`src/rtl/keypad_scan.sv`:
```
// ============================================================================
//  Module      : keypad_scan
//  Description : 4x3 matrix keypad scanner with debounce. Drives one column
//                at a time, collects row hits over a full scan, and turns
//                stable single-key scans into one-cycle key strobes.
//  Revision    : 1.0 - initial release
// ============================================================================
`default_nettype none

module keypad_scan #(
    parameter int COL_CYCLES     = 2,
    parameter int DEBOUNCE_SCANS = 3
) (
    input  logic       clk,
    input  logic       rst,        // asynchronous, active-low
    input  logic [3:0] row_in,
    output logic [2:0] col_out,
    output logic [3:0] key_code,
    output logic       key_valid,
    output logic       key_down
);

    localparam int          c_slot_w    = $clog2(COL_CYCLES) + 1;
    localparam int          c_cnt_w     = $clog2(DEBOUNCE_SCANS) + 1;
    localparam logic [c_slot_w-1:0] c_slot_last = c_slot_w'(COL_CYCLES - 1);
    localparam logic [c_cnt_w-1:0]  c_deb       = c_cnt_w'(DEBOUNCE_SCANS);
    localparam logic [c_cnt_w-1:0]  c_cnt_one   = c_cnt_w'(1);
    localparam logic [3:0]  c_none      = 4'hF;
    localparam logic [3:0]  c_multi     = 4'hE;   // internal only, never output

    typedef enum logic [1:0] {
        S_IDLE = 2'd0,
        S_CAND = 2'd1,
        S_HELD = 2'd2,
        S_REL  = 2'd3
    } state_t;

    // Key code for hit-vector position row*3+col.
    function automatic logic [3:0] f_key_code(input int idx);
        case (idx)
            0:  f_key_code = 4'd1;
            1:  f_key_code = 4'd2;
            2:  f_key_code = 4'd3;
            3:  f_key_code = 4'd4;
            4:  f_key_code = 4'd5;
            5:  f_key_code = 4'd6;
            6:  f_key_code = 4'd7;
            7:  f_key_code = 4'd8;
            8:  f_key_code = 4'd9;
            9:  f_key_code = 4'd10;
            10: f_key_code = 4'd0;
            11: f_key_code = 4'd11;
            default: f_key_code = c_none;
        endcase
    endfunction

    logic [c_slot_w-1:0] r_slot_cnt;
    logic [2:0]          r_col_oh;
    logic                w_slot_last;
    logic [3:0]          r_row_meta, r_row_sync;
    logic [3:0]          r_tag1, r_tag2;      // {slot_last, column one-hot}
    logic                w_sample, w_scan_end;
    logic [2:0]          w_col;
    logic [11:0]         r_hits, w_hits;
    logic [1:0]          w_n_hits;
    logic [3:0]          w_hit_code, w_result;
    logic                w_single;

    state_t              r_state, w_state_nxt;
    logic [c_cnt_w-1:0]  r_cnt, w_cnt_nxt, w_cnt_inc;
    logic [c_cnt_w-1:0]  r_rcnt, w_rcnt_nxt, w_rcnt_inc;
    logic [3:0]          r_cand, w_cand_nxt;
    logic [3:0]          r_key_code, w_code_nxt;
    logic                r_key_valid, w_valid_nxt;
    logic                r_key_down, w_down_nxt;

    assign w_slot_last = (r_slot_cnt == c_slot_last);

    // Column slot timer and one-hot column rotation.
    always_ff @(posedge clk or negedge rst) begin
        if (!rst) begin
            r_slot_cnt <= '0;
            r_col_oh   <= 3'b001;
        end else if (w_slot_last) begin
            r_slot_cnt <= '0;
            r_col_oh   <= {r_col_oh[1:0], r_col_oh[2]};
        end else begin
            r_slot_cnt <= r_slot_cnt + 1'b1;
        end
    end

    // Two-flop row synchroniser; the slot tag travels alongside so each
    // synchronised row sample stays paired with the column that produced it.
    always_ff @(posedge clk or negedge rst) begin
        if (!rst) begin
            r_row_meta <= '0;
            r_row_sync <= '0;
            r_tag1     <= '0;
            r_tag2     <= '0;
        end else begin
            r_row_meta <= row_in;
            r_row_sync <= r_row_meta;
            r_tag1     <= {w_slot_last, r_col_oh};
            r_tag2     <= r_tag1;
        end
    end

    assign w_sample   = r_tag2[3];
    assign w_col      = r_tag2[2:0];
    assign w_scan_end = w_sample & w_col[2];

    // Merge the rows sampled at the end of a column slot into the hit vector.
    always_comb begin
        w_hits = r_hits;
        if (w_sample) begin
            for (int r = 0; r < 4; r++) begin
                for (int c = 0; c < 3; c++) begin
                    if (r_row_sync[r] && w_col[c]) begin
                        w_hits[r*3 + c] = 1'b1;
                    end
                end
            end
        end
    end

    // Hit vector accumulates across one full scan, cleared when the scan closes.
    always_ff @(posedge clk or negedge rst) begin
        if (!rst) begin
            r_hits <= '0;
        end else if (w_scan_end) begin
            r_hits <= '0;
        end else begin
            r_hits <= w_hits;
        end
    end

    // Reduce the hit vector to a single code, NONE or MULTI.
    always_comb begin
        w_n_hits   = 2'd0;
        w_hit_code = c_none;
        for (int i = 0; i < 12; i++) begin
            if (w_hits[i]) begin
                w_hit_code = f_key_code(i);
                if (w_n_hits != 2'd2) begin
                    w_n_hits = w_n_hits + 2'd1;
                end
            end
        end
        if (w_n_hits == 2'd0) begin
            w_result = c_none;
        end else if (w_n_hits == 2'd1) begin
            w_result = w_hit_code;
        end else begin
            w_result = c_multi;
        end
        w_single = (w_n_hits == 2'd1);
    end

    assign w_cnt_inc  = (r_cnt  >= c_deb) ? r_cnt  : r_cnt  + c_cnt_one;
    assign w_rcnt_inc = (r_rcnt >= c_deb) ? r_rcnt : r_rcnt + c_cnt_one;

    // Debounce FSM next-state logic, evaluated once per completed scan.
    always_comb begin
        w_state_nxt = r_state;
        w_cnt_nxt   = r_cnt;
        w_rcnt_nxt  = r_rcnt;
        w_cand_nxt  = r_cand;
        w_code_nxt  = r_key_code;
        w_valid_nxt = 1'b0;
        w_down_nxt  = r_key_down;
        if (w_scan_end) begin
            case (r_state)
                S_IDLE: begin
                    if (w_single) begin
                        w_cand_nxt = w_result;
                        if (c_deb == c_cnt_one) begin
                            w_code_nxt  = w_result;
                            w_valid_nxt = 1'b1;
                            w_down_nxt  = 1'b1;
                            w_cnt_nxt   = '0;
                            w_state_nxt = S_HELD;
                        end else begin
                            w_cnt_nxt   = c_cnt_one;
                            w_state_nxt = S_CAND;
                        end
                    end
                end
                S_CAND: begin
                    if (w_single && (w_result == r_cand)) begin
                        if (w_cnt_inc >= c_deb) begin
                            w_code_nxt  = r_cand;
                            w_valid_nxt = 1'b1;
                            w_down_nxt  = 1'b1;
                            w_cnt_nxt   = '0;
                            w_state_nxt = S_HELD;
                        end else begin
                            w_cnt_nxt = w_cnt_inc;
                        end
                    end else if (w_single) begin
                        w_cand_nxt = w_result;
                        w_cnt_nxt  = c_cnt_one;
                    end else begin
                        w_cnt_nxt   = '0;
                        w_state_nxt = S_IDLE;
                    end
                end
                S_HELD: begin
                    if (w_result == c_none) begin
                        if (c_deb == c_cnt_one) begin
                            w_down_nxt  = 1'b0;
                            w_rcnt_nxt  = '0;
                            w_state_nxt = S_IDLE;
                        end else begin
                            w_rcnt_nxt  = c_cnt_one;
                            w_state_nxt = S_REL;
                        end
                    end
                end
                S_REL: begin
                    if (w_result == c_none) begin
                        if (w_rcnt_inc >= c_deb) begin
                            w_down_nxt  = 1'b0;
                            w_rcnt_nxt  = '0;
                            w_state_nxt = S_IDLE;
                        end else begin
                            w_rcnt_nxt = w_rcnt_inc;
                        end
                    end else begin
                        w_rcnt_nxt  = '0;
                        w_state_nxt = S_HELD;
                    end
                end
                default: begin
                    w_state_nxt = S_IDLE;
                end
            endcase
        end
    end

    // FSM state register.
    always_ff @(posedge clk or negedge rst) begin
        if (!rst) begin
            r_state <= S_IDLE;
        end else begin
            r_state <= w_state_nxt;
        end
    end

    // Debounce counters, candidate and registered key outputs.
    always_ff @(posedge clk or negedge rst) begin
        if (!rst) begin
            r_cnt       <= '0;
            r_rcnt      <= '0;
            r_cand      <= c_none;
            r_key_code  <= c_none;
            r_key_valid <= 1'b0;
            r_key_down  <= 1'b0;
        end else begin
            r_cnt       <= w_cnt_nxt;
            r_rcnt      <= w_rcnt_nxt;
            r_cand      <= w_cand_nxt;
            r_key_code  <= w_code_nxt;
            r_key_valid <= w_valid_nxt;
            r_key_down  <= w_down_nxt;
        end
    end

    assign col_out   = r_col_oh;
    assign key_code  = r_key_code;
    assign key_valid = r_key_valid;
    assign key_down  = r_key_down;

endmodule

`default_nettype wire

```
`config.mk`:
```
export PLATFORM = sky130hd
export DESIGN_NAME = keypad_scan
export DESIGN_NICKNAME = d
export VERILOG_FILES = /design/src/rtl/keypad_scan.sv
export SDC_FILE = /design/constraint.sdc
export NUM_CORES = 1
export LEC_CHECK = 0
export CORE_ASPECT_RATIO = 2
export CORE_UTILIZATION = 51
export DETAILED_ROUTE_END_ITERATION = 10
export PLACE_DENSITY = 0.71
export SETUP_SLACK_MARGIN = 0.05
export SLEW_MARGIN = 0
export SYNTH_ARGS = -nofsm -noshare
export SYNTH_HDL_FRONTEND = slang
export SYNTH_SLANG_ARGS = --single-unit
```
`constraint.sdc`:
```
create_clock -name clk -period 5.48 [get_ports clk]
set_input_delay 0.822 -clock clk [delete_from_list [all_inputs] [get_ports clk]]
set_output_delay 0.822 -clock clk [all_outputs]
set_load 0.1 [all_outputs]
```
==> results of run 1 <==
## worst paths after layout
path | endpoint | depth (start not counted) | startpoint | slack, ps
max in group asynchronous | r_cnt[1] | 2 | rst | 4440
setup reg to reg | key_valid | 21 | r_tag2[0] | 200
min in group asynchronous | key_valid | 2 | rst | 610
hold reg to reg | r_tag2[3] | 0 | r_tag1[3] | 350
setup / recovery | key_valid | 21 | r_tag2[0] | 200
hold / removal | r_tag2[3] | 0 | r_tag1[3] | 350
## layout by cell type (no fill, tap or decap), types with 7 or more instances in the layout
| master | netlist | layout |
|---|---|---|
| buf_4 | 2 | 65 |
| dfrtp_1 | 42 | 42 |
| nor2_1 | 34 | 30 |
| nand2_1 | 28 | 26 |
| a21oi_1 | 17 | 15 |
| inv_1 | 18 | 13 |
| and2_1 | 14 | 13 |
| clkdlybuf4s50_1 | 0 | 13 |
| nor3_1 | 13 | 12 |
| nand3_1 | 11 | 11 |
| a31oi_1 | 12 | 9 |
| dfstp_2 | 9 | 9 |
| o211ai_1 | 7 | 7 |
| o21ai_0 | 8 | 7 |
## power breakdown
part	total [mW]	internal (mW)	switching, mW
clock network	0.313	0.174	0.139
logic	0.0114	0.00383	0.00761
registers	0.383	0.380	0.00318
total	0.707	0.557	0.150
## sequential cells by signal, indices dropped and copies added (netlist names), 3 cells and up
register,flops
r_hits,12
key_code,4
r_cand,4
r_row_meta,4
r_row_sync,4
r_tag1,4
r_tag2,4
col_out,3
r_cnt,3
r_rcnt,3
## kinds of logic (layout without fill, tap and decap cells)
| family | count (synthesis) | count (layout) | synth area share, % |
|---|---|---|---|
| AOI/OAI and AO/OA | 116 | 116 | 26.1 |
| and+or+nand+nor | 144 | 144 | 21.6 |
| adders and majority gates | 11 | 11 | 3.79 |
| xor gates and xnor gates | 11 | 11 | 4.41 |
| buffers and inverters | 32 | 109 | 3.62 |
| DFF | 51 | 51 | 35.4 |
| muxes | 17 | 17 | 5.06 |
## layout make-up
type / count / area, um^2 / share of cell area [%]
flip-flops and latches: 51 / 1290 / 26.1
multi-input cells: 299 / 2630 / 53.4
clock buffers: 5 / 125 / 2.54
clock inverters: 3 / 27.5 / 0.559
well taps: 90 / 113 / 2.29
inverters: 18 / 67.6 / 1.37
repair buffers: 83 / 677 / 13.7
## cells in the mapped netlist, drive strengths merged, types with 7 or more instances
| cell type | number | share of area [%] |
|---|---|---|
| o211ai | 7 | 1.4 |
| a31oi | 16 | 3.7 |
| xnor2 | 10 | 4.0 |
| and2 | 14 | 2.4 |
| mux2 | 11 | 3.4 |
| o21ai | 12 | 1.8 |
| nand3 | 14 | 2.3 |
| dfstp | 9 | 6.5 |
| nand2 | 28 | 2.9 |
| a21oi | 18 | 2.6 |
| ha | 11 | 3.8 |
| inv | 18 | 1.9 |
| clkbuf | 8 | 0.83 |
| nor3 | 14 | 2.1 |
| dfrtp | 42 | 29 |
| nand4 | 7 | 1.4 |
| nor2 | 34 | 3.5 |
| a31o | 7 | 1.7 |
## layer usage
layer / vias to the layer above / track usage, % / share of wire [%]
met5: - / 0 / 0
met1: 1622 / 29.5 / 37
li1: 1605 / - / -
met4: 0 / 12.2 / 2.8
met3: 21 / 2.45 / 2.0
met2: 67 / 50.3 / 58
## repair_timing
action	in CTS	in global routing
pin swaps	9	44
setup endpoints to repair	14	18
gates resized for setup	15	41
buffers inserted	7	26
==> flow_summary.ini, run 1 <==
[status]
outcome = finished clean

[logic_synthesis]
ys_async_sr_fraction_pct = 100
yosysSeqAreaShare_pct = 35.4
syn_nets = 399
synthFlopType = dfrtp_1
number_of_distinct_library_cells_after_synthesis = 82
syn-cell-area_um2 = 3630
synth_cells = 382
synth_edf_count = 0
syn_avg_cell_area_um2 = 9.51
synth-warning-count = 0
ys_ff_latch = 51

[global_route]
first_global_vias = 3194
grt_pass1_wl_um = 15200
grt_antenna_before_repair = 0
largest_net_degree_at_the_start_of_global_routing = 52
grt-ovfl-total = 0
global_route.usage.total_pct = 27.3

[floorplan]
dieHeight_um = 121
die_area_um2 = 7490
rows = 43
design.core.area_um2 = 6890
start_util_pct = 52.8
die_width_um = 61.7
design.portCount = 15

[sta]
finalSetupViolations = 0
max-slew-margin-rel_pct = 35.5
worst_case_hold_slack_ps = 348
fin_ws_ps = 197
skew_ps = 2.77
achievable-frequency_mhz = 189
tightestPinTransition_ps = 965
timing.final.max_slew_violations = 0
timing.setup.tns_ps = 0
final-hold-violation-count = 0
finalCriticalPeriod_ps = 5280
rsz_0062_raised_after_global_routing = yes
layout_worst_path_cycle_share_pct = 96.4

[layout]
layout.core_utilization_pct = 71.5
fillerInstances = 543
area_delta_synth_final_pct = 35.5
antenna_cells_inserted = 0
layout-drive-gt1-share_pct = 38.6
post_layout_nonfiller_instances = 549
nets = 475
finish.instance_area_um2 = 4920

[critical_path]
critPathBufInv = 2
crit_arrival_ps = 5510
critical_path_required_ps = 5700
timing.setup.critical_path_class = register to register
slowest_delay_ps = 550
cp_top_family = simple AND/OR/NAND/NOR gates
critPathSlowestCell = or4_4
crit_chain = and2_4 -> a21oi_4 -> inv_2 -> ha_4 -> or4_4 -> a21oi_4 -> o22a_4 -> a21oi_1 -> o31a_1 -> and4b_1 -> o211a_1 -> nor3_2 -> or2_1 -> inv_2 -> ha_4 -> or3b_4 -> nand2b_4 -> o31a_1 -> and2_1 -> nor4_2 -> and3b_1
crit_end_category = register
crit_path_max_fanout = 6
start_kind = register

[place]
dp.cells = 508
place_hpwl_um = 6760
buffer_ports.inserted = 14
dpl_cell_area_um2 = 4240
gpl.final_weighted_congestion = 0.879
dp_slack_ps = -136

[drt]
total_iterations_of_the_first_detailed_routing_run = 4
vias_per_cell = 6.04
detail_route.wl_per_cell_um = 17.7
drtAntennaViolNets = 0
wirelength_um = 9710
drcViolationCount = 0
drtIter0Drc = 241
dr_total_vias = 3315

[clock_tree]
cts_root_buffer = clkbuf_16
cts_tree = yes
clock_path_buffers = 2
htree_num_levels = 2
insertion_delay_of_the_later_clocked_pin_in_the_worst_skew_pair_ps = 290
cts_sinks = 51
cts.reportedPaths.clkPinSlew_ps = 70
post_cts_hold_buffer_count = 0
tritoncts.num_buffers = 5

[power_and_ir_drop]
power_density_nw_per_um2 = 144
peakVddDrop_mv = 0.248
power.leakage_nw = 2.10
power.total_uw = 707

[run]
max_cap_violations = 0

[worst_hold_path]
hold_path_class = register to register
(Power assumes the default switching activity.)
==> run 2, diff against run 1 <==
- CTS_CLUSTER_DIAMETER: default -> 40
- GPL_ROUTABILITY_DRIVEN: default -> 0
==> flow_summary.ini, run 2 (same netlist as run 1, synthesis figures left out) <==
[status]
outcome = finished clean

[critical_path]
critPathSlowestCell = o32a_4
timing.setup.critical_path_class = register to register
rrSetupSlack_ps = 130
reg2reg_depth = 22
critPathCapture = key_code[0]
timing.critical_path.from = r_tag2[3]
destination_of_the_worst_register_to_register_timing_path = key_code[0]
slowest_delay_ps = 420
regToRegStartpoint = r_tag2[3]
critical_path_required_ps = 5700
crit_path_max_fanout = 5
crit_arrival_ps = 5560
crit_chain = buf_6 -> a31oi_4 -> ha_4 -> xnor2_2 -> nand2_1 -> a32o_2 -> o22a_4 -> o32a_4 -> xnor2_4 -> xnor2_4 -> nor3_1 -> a211oi_1 -> a31oi_1 -> nand2_1 -> o31a_1 -> ha_4 -> or3b_4 -> nand2b_4 -> o31a_1 -> a221oi_4 -> nand4b_4 -> mux2_4
start_kind = register
crit_end_category = register

[layout]
layout.core_utilization_pct = 70.0
largest_reg_flops = 12
layout.cells.most_common = buf_4
layout-drive-gt1-share_pct = 36.5
antenna_cells_inserted = 0
max_flop_register = r_hits
fillerInstances = 560
layout.cells.most_common_list = buf_4, dfrtp_1, nor2_1, nand2_1, a21oi_1
seqCellArea_um2 = 1290
area_delta_synth_final_pct = 32.7
nets = 460
multi_input_comb_area_um2 = 2640

[sta]
final-hold-violation-count = 0
layout_worst_path_cycle_share_pct = 97.6
skew_ps = 6.36
achievable-frequency_mhz = 187
tightestPinTransition_ps = 1260
fin_ws_ps = 131
finalSetupViolations = 0
timing.final.max_slew_violations = 0
finalCriticalPeriod_ps = 5350
max-slew-margin-rel_pct = 13.5
rsz_0062_raised_after_global_routing = yes

[floorplan]
rows = 43
dieHeight_um = 121
design.core.area_um2 = 6890
die_width_um = 61.7
die_area_um2 = 7490
design.portCount = 15
start_util_pct = 52.8

[drt]
drtIter0Drc = 170
vias_per_cell = 6.18
detail_route.wl_per_cell_um = 17.3
drcViolationCount = 0
drtAntennaViolNets = 0
total_iterations_of_the_first_detailed_routing_run = 5
dr_total_vias = 3301
wirelength_um = 9240

[clock_tree]
cts_sinks = 51
htree_num_levels = 2
cts.reportedPaths.clkPinSlew_ps = 70
cts_tree = yes
tritoncts.num_buffers = 5
insertion_delay_of_the_later_clocked_pin_in_the_worst_skew_pair_ps = 290
cts_root_buffer = clkbuf_16
clock_path_buffers = 2

[worst_hold_path]
hold_path_class = register to register

[place]
dp_slack_ps = -101
buffer_ports.inserted = 14
place_hpwl_um = 6550

[power_and_ir_drop]
power_density_nw_per_um2 = 145
power.leakage_nw = 2.05
power.share.sequential_pct = 55.0
internal_power_consumption_uw = 554
p_sw_share_pct = 20.5
total_switching_power_uw = 143
power.share.clock_pct = 43.4
comb_power_share_pct = 1.6
peakVddDrop_mv = 0.222

[global_route]
grt-ovfl-total = 0
grt_antenna_before_repair = 0
largest_net_degree_at_the_start_of_global_routing = 52
global_route.usage.total_pct = 25.9
first_global_vias = 3162
grt_pass1_wl_um = 14500

[run]
max_cap_violations = 0
run 2: stage by stage:
step	hold slack [ps]	TNS, ps	power [mW]	cell area (um^2)	cells
after global placement	332	-77.3	0.401	4220	506
final	346	0	0.697	4820	534
after floorplan	331	0	0.389	3790	382
after CTS	351	0	0.704	4400	516
after global routing	353	-837	0.719	4820	534
after detailed placement	335	-256	0.401	4220	506
run 2: worst min path at each step:
stage	from	endpoint	slack, ps	cells after the start
after floorplan	r_row_meta[0]	r_row_sync[0]	330	0
after global placement	r_row_meta[1]	r_row_sync[1]	330	0
after detailed placement	r_tag1[2]	r_tag2[2]	330	0
after CTS	r_tag1[2]	r_tag2[2]	350	0
after global routing	r_tag1[2]	r_tag2[2]	350	0
final	r_tag1[2]	r_tag2[2]	350	0
run 2: layout make-up:
type	count	area share (%)
multi-input combinational	299	54.8
tap	90	2.34
clock inverter	2	0.337
clock buffer	6	2.67
sequential	51	26.7
inverter	18	1.40
timing repair buffer	68	11.7
run 2: worst max-delay path: cells and delay by family (launching register included):
| kind | cells | cell delay, ps |
|---|---|---|
| compound gates | 9 | 2310 |
| simple gates | 6 | 920 |
| xor+xnor | 3 | 630 |
| fa+ha+maj | 2 | 520 |
| flops | 1 | 400 |
| mux | 1 | 330 |
| buf+inv | 1 | 130 |
run 2: power groups by stage:
stage               clock network, mW  logic [mW]  registers [mW]
CTS                             0.309      0.0119           0.383
global route                    0.322      0.0133           0.383
global placement                    0      0.0117           0.389
finish                          0.302      0.0115           0.383
floorplan                           0    0.000161           0.389
detailed placement                  0      0.0119           0.389
run 2: timing repair:
item | 4_1_cts | 5_1_grt
endpoints found under the setup margin | 12 | 18
hold buffers | 0 | 0
setup buffers | 2 | 18
gates resized for setup | 3 | 53
pin swaps | 4 | 35
run 2: routing by layer:
| layer | wire length [um] | global-route usage (%) | up-vias |
|---|---|---|---|
| met1 | 3390 | 29.2 | 1602 |
| met5 | 0 | 0 | - |
| li1 | - | - | 1581 |
| met4 | 435 | 14.0 | 0 |
| met2 | 5180 | 45.3 | 83 |
| met3 | 227 | 2.35 | 35 |
